$ cat src/rtl/cpstr_wrr_sched.sv
// cpstr_wrr_sched: weighted round-robin grant of one byte stream at a time,
// with a per-stream burst quota and a switch pulse whenever the granted index changes.
module cpstr_wrr_sched #(
    parameter int NUM_STREAMS = 4,
    parameter int QW          = 8
) (
    input  logic                           i_clk,
    input  logic                           i_rst_n,
    input  logic [NUM_STREAMS-1:0]         i_req,
    input  logic [QW*NUM_STREAMS-1:0]      i_quota,
    input  logic                           i_xfer,
    output logic [NUM_STREAMS-1:0]         o_grant,
    output logic [$clog2(NUM_STREAMS)-1:0] o_grant_idx,
    output logic                           o_grant_valid,
    output logic                           o_switch,
    output logic [QW-1:0]                  o_rem
);
    localparam int IW = $clog2(NUM_STREAMS);
    localparam logic [0:0] IDLE  = 1'b0;
    localparam logic [0:0] GRANT = 1'b1;

    logic [0:0]             state;
    logic [IW-1:0]          g, ptr, last_idx, nxt, base, pick;
    logic                   last_vld, sw, found, release_now;
    logic [QW-1:0]          rem, pick_quota;
    logic [NUM_STREAMS-1:0] elig;

    // Release re-arbitrates in the same edge starting just past the released stream.
    always_comb begin
        for (int i = 0; i < NUM_STREAMS; i++)
            elig[i] = i_req[i] && i_quota[QW*i +: QW] != '0;
        nxt         = (g == IW'(NUM_STREAMS-1)) ? '0 : g + IW'(1);
        release_now = state == GRANT && (i_xfer ? rem == '0 : !i_req[g]);
        base        = release_now ? nxt : ptr;
        pick        = '0;
        found       = 1'b0;
        for (int k = NUM_STREAMS-1; k >= 0; k--) begin
            if (elig[(int'(base) + k) % NUM_STREAMS]) begin
                pick  = IW'((int'(base) + k) % NUM_STREAMS);
                found = 1'b1;
            end
        end
        pick_quota = i_quota[QW*pick +: QW];
    end

    always_ff @(posedge i_clk or negedge i_rst_n) begin
        if (!i_rst_n) begin
            state    <= IDLE;
            g        <= '0;
            ptr      <= '0;
            rem      <= '0;
            sw       <= 1'b0;
            last_idx <= '0;
            last_vld <= 1'b0;
        end else begin
            sw <= 1'b0;
            if (state == GRANT && i_xfer && rem != '0)
                rem <= rem - QW'(1);
            if (release_now)
                ptr <= nxt;
            if ((state == IDLE || release_now) && found) begin
                state    <= GRANT;
                g        <= pick;
                rem      <= pick_quota - QW'(1);
                sw       <= !last_vld || pick != last_idx;
                last_idx <= pick;
                last_vld <= 1'b1;
            end else if (release_now) begin
                state <= IDLE;
                g     <= '0;
                rem   <= '0;
            end
        end
    end

    assign o_grant       = (state == GRANT) ? NUM_STREAMS'(1) << g : '0;
    assign o_grant_idx   = g;
    assign o_grant_valid = state == GRANT;
    assign o_switch      = sw;
    assign o_rem         = rem;
endmodule

$ cat config.mk
export PLATFORM = sky130hd
export DESIGN_NAME = cpstr_wrr_sched
export DESIGN_NICKNAME = d
export VERILOG_FILES = /design/src/rtl/cpstr_wrr_sched.sv
export SDC_FILE = /design/constraint.sdc
export NUM_CORES = 1
export LEC_CHECK = 0
export ABC_AREA = 0
export CORE_MARGIN = 5
export CORE_UTILIZATION = 40
export CTS_BUF_LIST = sky130_fd_sc_hd__clkbuf_4
export DETAILED_ROUTE_END_ITERATION = 7
export GPL_TIMING_DRIVEN = 0
export PLACE_DENSITY = 0.71
export SLEW_MARGIN = 40
export SYNTH_ARGS = -nofsm -noshare
export SYNTH_HDL_FRONTEND = slang
export SYNTH_SLANG_ARGS = --single-unit
$ cat constraint.sdc
create_clock -name i_clk -period 11.7 [get_ports i_clk]
set_input_delay 1.755 -clock i_clk [delete_from_list [all_inputs] [get_ports i_clk]]
set_output_delay 1.755 -clock i_clk [all_outputs]
set_load 0.02 [all_outputs]
# Word-level counts from Yosys, hierarchy flattened
# Index checks and enable logic that the tools add are counted.
totals:
  reg_bits: 17
  inputBits: 39
  output_inout_bits: 16
op_classes:
  addsub: 6
  n_lt_le_gt_ge: 5
  n_eq_ne: 2
  shifts: 2
  n_mux: 33
  bitwise: 4
  reduce_logical: 23
ops:
  columns: ["cell", "count"]
  rows:
  - ["nonzero test 8 bit", 5]
  - ["variable part select 32 x 6 -> 8 bit", 1]
  - ["two-way mux 8 bit", 3]
  - ["two-way mux 1 bit", 16]
  - ["two-way mux 2 bit", 8]
  - ["subtractor 8 x 1 -> 8 bit, second input constant", 2]
  - ["< comparator 3 x 4 -> 1 bit, second input constant", 3]
  - ["binary-select mux 1 bit (select 2 bit)", 5]
  - ["logical AND 1 bit", 8]
  - ["logical NOT 8 bit", 1]
  - ["< comparator 2 x 3 -> 1 bit, second input constant", 2]
  - ["OR reduction 2 bit", 3]
  - ["adder 2 x 1 -> 2 bit, second input constant", 2]
  - ["adder 2 bit, second input constant", 2]
  - ["two-way mux 4 bit", 1]
  - ["<< shifter 1 x 2 -> 4 bit, first input constant", 1]
  - ["AND 1 bit, first input constant", 3]
  - ["nonzero test 3 bit", 1]
  - ["equality test 2 bit, second input constant", 1]
  - ["logical NOT 1 bit", 2]
  - ["logical OR 1 bit", 2]
  - ["!= test 2 bit", 1]
  - ["nonzero test 2 bit", 1]
  - ["NOT 1 bit", 1]

# Logic depth before layout (Yosys ltp)
depth:
  depth_word: 19
  ltp_mapped: 17

# Least setup slack after synthesis
# OpenSTA, ideal clock, no wires.
synth_timing:
  kind: "input to register"
  start: "input port i_quota[12]"
  end: "register rem[6], in the netlist o_rem[6]"
  setup_time_ps: 134
  t_arrival_ps: 4712
  t_required_ps: 11566
  path_slack_ps: 6854
  path_stages: 13
  path_cell_list: "or4_1 > o21ai_1 > a2111oi_4 > o31ai_2 > nand3_1 > clkbuf_1 > nand2_1 > a32o_1 > ha_1 > inv_1 > or4b_1 > xnor2_1 > o22ai_1"
synth_via:
  elab_chain_cells: 12
  elab_cells_between_ends: 26
  classes_between: "1 x add/sub; 1 x shift; 20 x mux; 4 x reduce/logical"
synth_lines:
  columns: ["item", "line_no", "rtl"]
  rows:
  - ["start: declaration", "10", "input logic [QW*NUM_STREAMS-1:0] i_quota,"]
  - ["nonzero test 8 bit", "31", "elig[i] = i_req[i] && i_quota[QW*i +: QW] != '0;"]
  - ["logical AND 1 bit", "31", null]
  - ["binary-select mux 1 bit (select 2 bit)", "38", "if (elig[(int'(base) + k) % NUM_STREAMS]) begin"]
  - ["two-way mux 1 bit (implied by the code) (2 in series)", "38", null]
  - ["two-way mux 2 bit (4 in series)", "38", null]
  - ["variable part select 32 x 6 -> 8 bit", "43", "pick_quota = i_quota[QW*pick +: QW];"]
  - ["subtractor 8 x 1 -> 8 bit", "64", "rem <= pick_quota - QW'(1);"]
  - ["two-way mux 8 bit", "61", "if ((state == IDLE || release_now) && found) begin"]
  - ["end signal: assignment", "58", "rem <= rem - QW'(1);"]
  - ["end signal: assignment", "64", null]
  - ["end: declaration", "25", "logic [QW-1:0] rem, pick_quota;"]
# Several ways; a longest one is shown, not always the timed one. The select of a mux whose other input is x is not followed.
# A chain may end at the register's enable or synchronous reset.

# Worst setup path in the final report
# Ends and elaborated chain as after synthesis.

==> impl_metrics.json <==
{
  "die_h_um": 74.45,
  "track_usage_pct": 17.96,
  "fin_setup_tns_ns": 0,
  "htree_levels": 1,
  "grt_pass1_wl_um": 7824,
  "critical_path_arrival_ns": 5.78,
  "clock_path_buffers": 2,
  "synth_edf_count": 0,
  "ys_seq_area_share_pct": 25.60,
  "instances_no_fill": 313,
  "cts_tree": "yes",
  "cts_buffers": 3,
  "vias_per_cell": 5.744,
  "fillCellCount": 391,
  "cp.required_ns": 11.87,
  "ir_drop_uv": 81.84,
  "synthFlopType": "dfrtp_1",
  "p_clk_share_pct": 6.1,
  "synth_cell_type_count": 53,
  "syn_inst": 205,
  "cts_hold_buf": 0,
  "initial_core_util_pct": 41.54,
  "post-place-cells": 309,
  "path_clk_slew_ns": 0.10,
  "clock_latency_ns": 0.29,
  "switchingPower_mw": 0.2599,
  "grt_max_degree": 18,
  "cts_resized": 0,
  "ys_warn_count": 0,
  "drt_iter0_markers": 136,
  "overflow": 0,
  "grt_pass1_vias": 1687,
  "drc_errors": 0,
  "ios": 55,
  "port_buffers": 54,
  "setup_viol": 0,
  "end_kind": "flop",
  "totalPowerFinal_mw": 0.5325,
  "die_area_um2": 5543,
  "synth.avg_cell_area_um2": 8.105,
  "netlist_area_um2": 1662,
  "cp-start-kind": "input pin",
  "area_growth_pct": 37.65,
  "routed_wl_um": 4811,
  "yosysMostFrequentCell": "nand2_1",
  "worstMarginPinSlew_ns": 0.6662,
  "drive_gt1_share_pct": 5.703,
  "p_int_mw": 0.2726,
  "ys_seq_elements": 17,
  "maxSlewViolCount": 0,
  "place_congestion": 0.9104,
  "outcome": "completed",
  "p_leak_nw": 0.9133,
  "synthTopCellsByCount": "nand2_1, dfrtp_1, inv_1",
  "cap_violations": 0,
  "finalHoldViolCount": 0,
  "antenna-diode-count": 0,
  "vias": 1798,
  "fin_skew_ns": 0.0004099,
  "yosysTopAreaCell": "dfrtp_1",
  "powerDensity_nw_per_um2": 232.8,
  "clock-sinks": 17,
  "max_clock_freq_mhz": 178.3,
  "p_comb_share_pct": 72.9,
  "regToRegSetupSlack_ns": 7.32,
  "timing.final.crit_period_ns": 5.608,
  "synth.area.top_cells": "dfrtp_1, nand2_1, ha_1",
  "crit_type": "in -> reg",
  "core_area_um2": 4000,
  "ys_async_sr_fraction_pct": 100.0,
  "ant_nets": 0,
  "nets": 309,
  "hpwl_um": 3986,
  "rsz0062_at_grt": "false",
  "antenna_found_initial": 0,
  "p_sw_share_pct": 48.80,
  "netlist.area_leader.share_pct": 25.60,
  "first_pass_iters": 4,
  "cp_max_fo": 10,
  "root_buffer": "clkbuf_4",
  "synth_fp_nets": 250,
  "finalCritPeriodShare_pct": 47.93,
  "die_w_um": 74.45,
  "cts_setup_buffers": 0,
  "seq_power_share_pct": 21.0,
  "slew_headroom_pct": 55.17,
  "wl_per_cell_um": 15.37,
  "hold_path_class": "reg -> reg",
  "fp-row-count": 23
}
==> worst max-delay path, cell delays in order <==
cell	delay [ns]
clkdlybuf4s50_1	0.42
or4_1	0.58
o21ai_1	0.48
a2111oi_4	0.11
o31ai_2	0.44
nand3_1	0.20
clkbuf_1	0.31
nand2_1	0.15
a32o_1	0.27
ha_1	0.20
inv_1	0.06
or4b_1	0.54
xnor2_1	0.18
o22ai_1	0.09
==> sequential cells by signal, indices dropped and copies added, names as in the netlist <==
register / flops
last_idx: 2
last_vld: 1
o_grant_idx: 2
o_grant_valid: 1
o_rem: 8
o_switch: 1
ptr: 2
==> kinds of logic after synthesis <==
family | synth area share, %
and+or+nand+nor | 30.12
AOI/OAI and AO/OA | 24.25
buffers and inverters | 4.970
DFF | 25.60
xor gates and xnor gates | 7.380
adders and majority gates | 4.518
muxes | 3.163
==> layout by cell type, fill, tap and decap left out, types with 6 or more instances in the layout <==
master / count
dfrtp_1: 17
inv_1: 10
clkdlybuf4s50_1: 53
o21ai_0: 8
xnor2_1: 6
nand2_1: 32
nor2_1: 9
nor4_1: 8
clkbuf_1: 6
a21oi_1: 9
ha_1: 6
xor2_1: 8
o22ai_1: 8
==> cell type report <==
class                   instances  area [µm²]  area share, %
flip-flops and latches         17       425.4          18.60
repair buffers                 54       535.5          23.41
clock buffers                   3       22.52         0.9847
plain buffers                   8       45.04          1.969
clock inverters                 1       5.005         0.2188
well taps                      50       62.56          2.735
inverters                      10       37.54          1.641
multi-input cells             170        1154          50.44
==> per-layer routing <==
metal	share of wire [%]	wire (µm)	vias up	global-route usage, %
met5	0	0	-	0
met4	1.5	74	0	5.534
met3	7.8	377	7	2.027
met2	44	2139	92	28.98
met1	46	2220	814	25.14
li1	-	-	885	-
==> stage by stage <==
stage / util [%] / setup WS, ns / area [µm²] / hold slack [ns]
after floorplan: - / 6.854 / 1662 / 0.4259
after global placement: 56.62 / 5.905 / 2265 / 0.4398
after detailed placement: 56.62 / 5.881 / 2265 / 0.4585
after CTS: 57.30 / 6.195 / 2292 / 0.4738
after global routing: 57.18 / 5.848 / 2287 / 0.4931
final: 57.18 / 6.092 / 2287 / 0.4746
==> power groups by stage <==
stage | clock [mW] | combinational, mW | sequential (mW)
2_1_floorplan | 0 | 0.248 | 0.130
3_3_place_gp | 0 | 0.384 | 0.112
3_5_place_dp | 0 | 0.386 | 0.113
4_1_cts | 0.0332 | 0.388 | 0.112
5_1_grt | 0.0360 | 0.426 | 0.116
6_report | 0.0325 | 0.388 | 0.112
==> worst paths after layout <==
check,from,to,depth (start not counted)
setup / recovery,i_quota[12],o_rem[6]$_DFFE_PN0P_,14
setup reg to reg,o_grant_idx[0]$_DFFE_PN0P_,o_rem[6]$_DFFE_PN0P_,14
min in group asynchronous,i_rst_n,o_rem[5]$_DFFE_PN0P_,1
max in group asynchronous,i_rst_n,o_switch$_DFF_PN0_,1
hold / removal,last_vld$_DFFE_PN0P_,o_switch$_DFF_PN0_,1
hold reg to reg,last_vld$_DFFE_PN0P_,o_switch$_DFF_PN0_,1
Power figures use the tool's default switching activity.
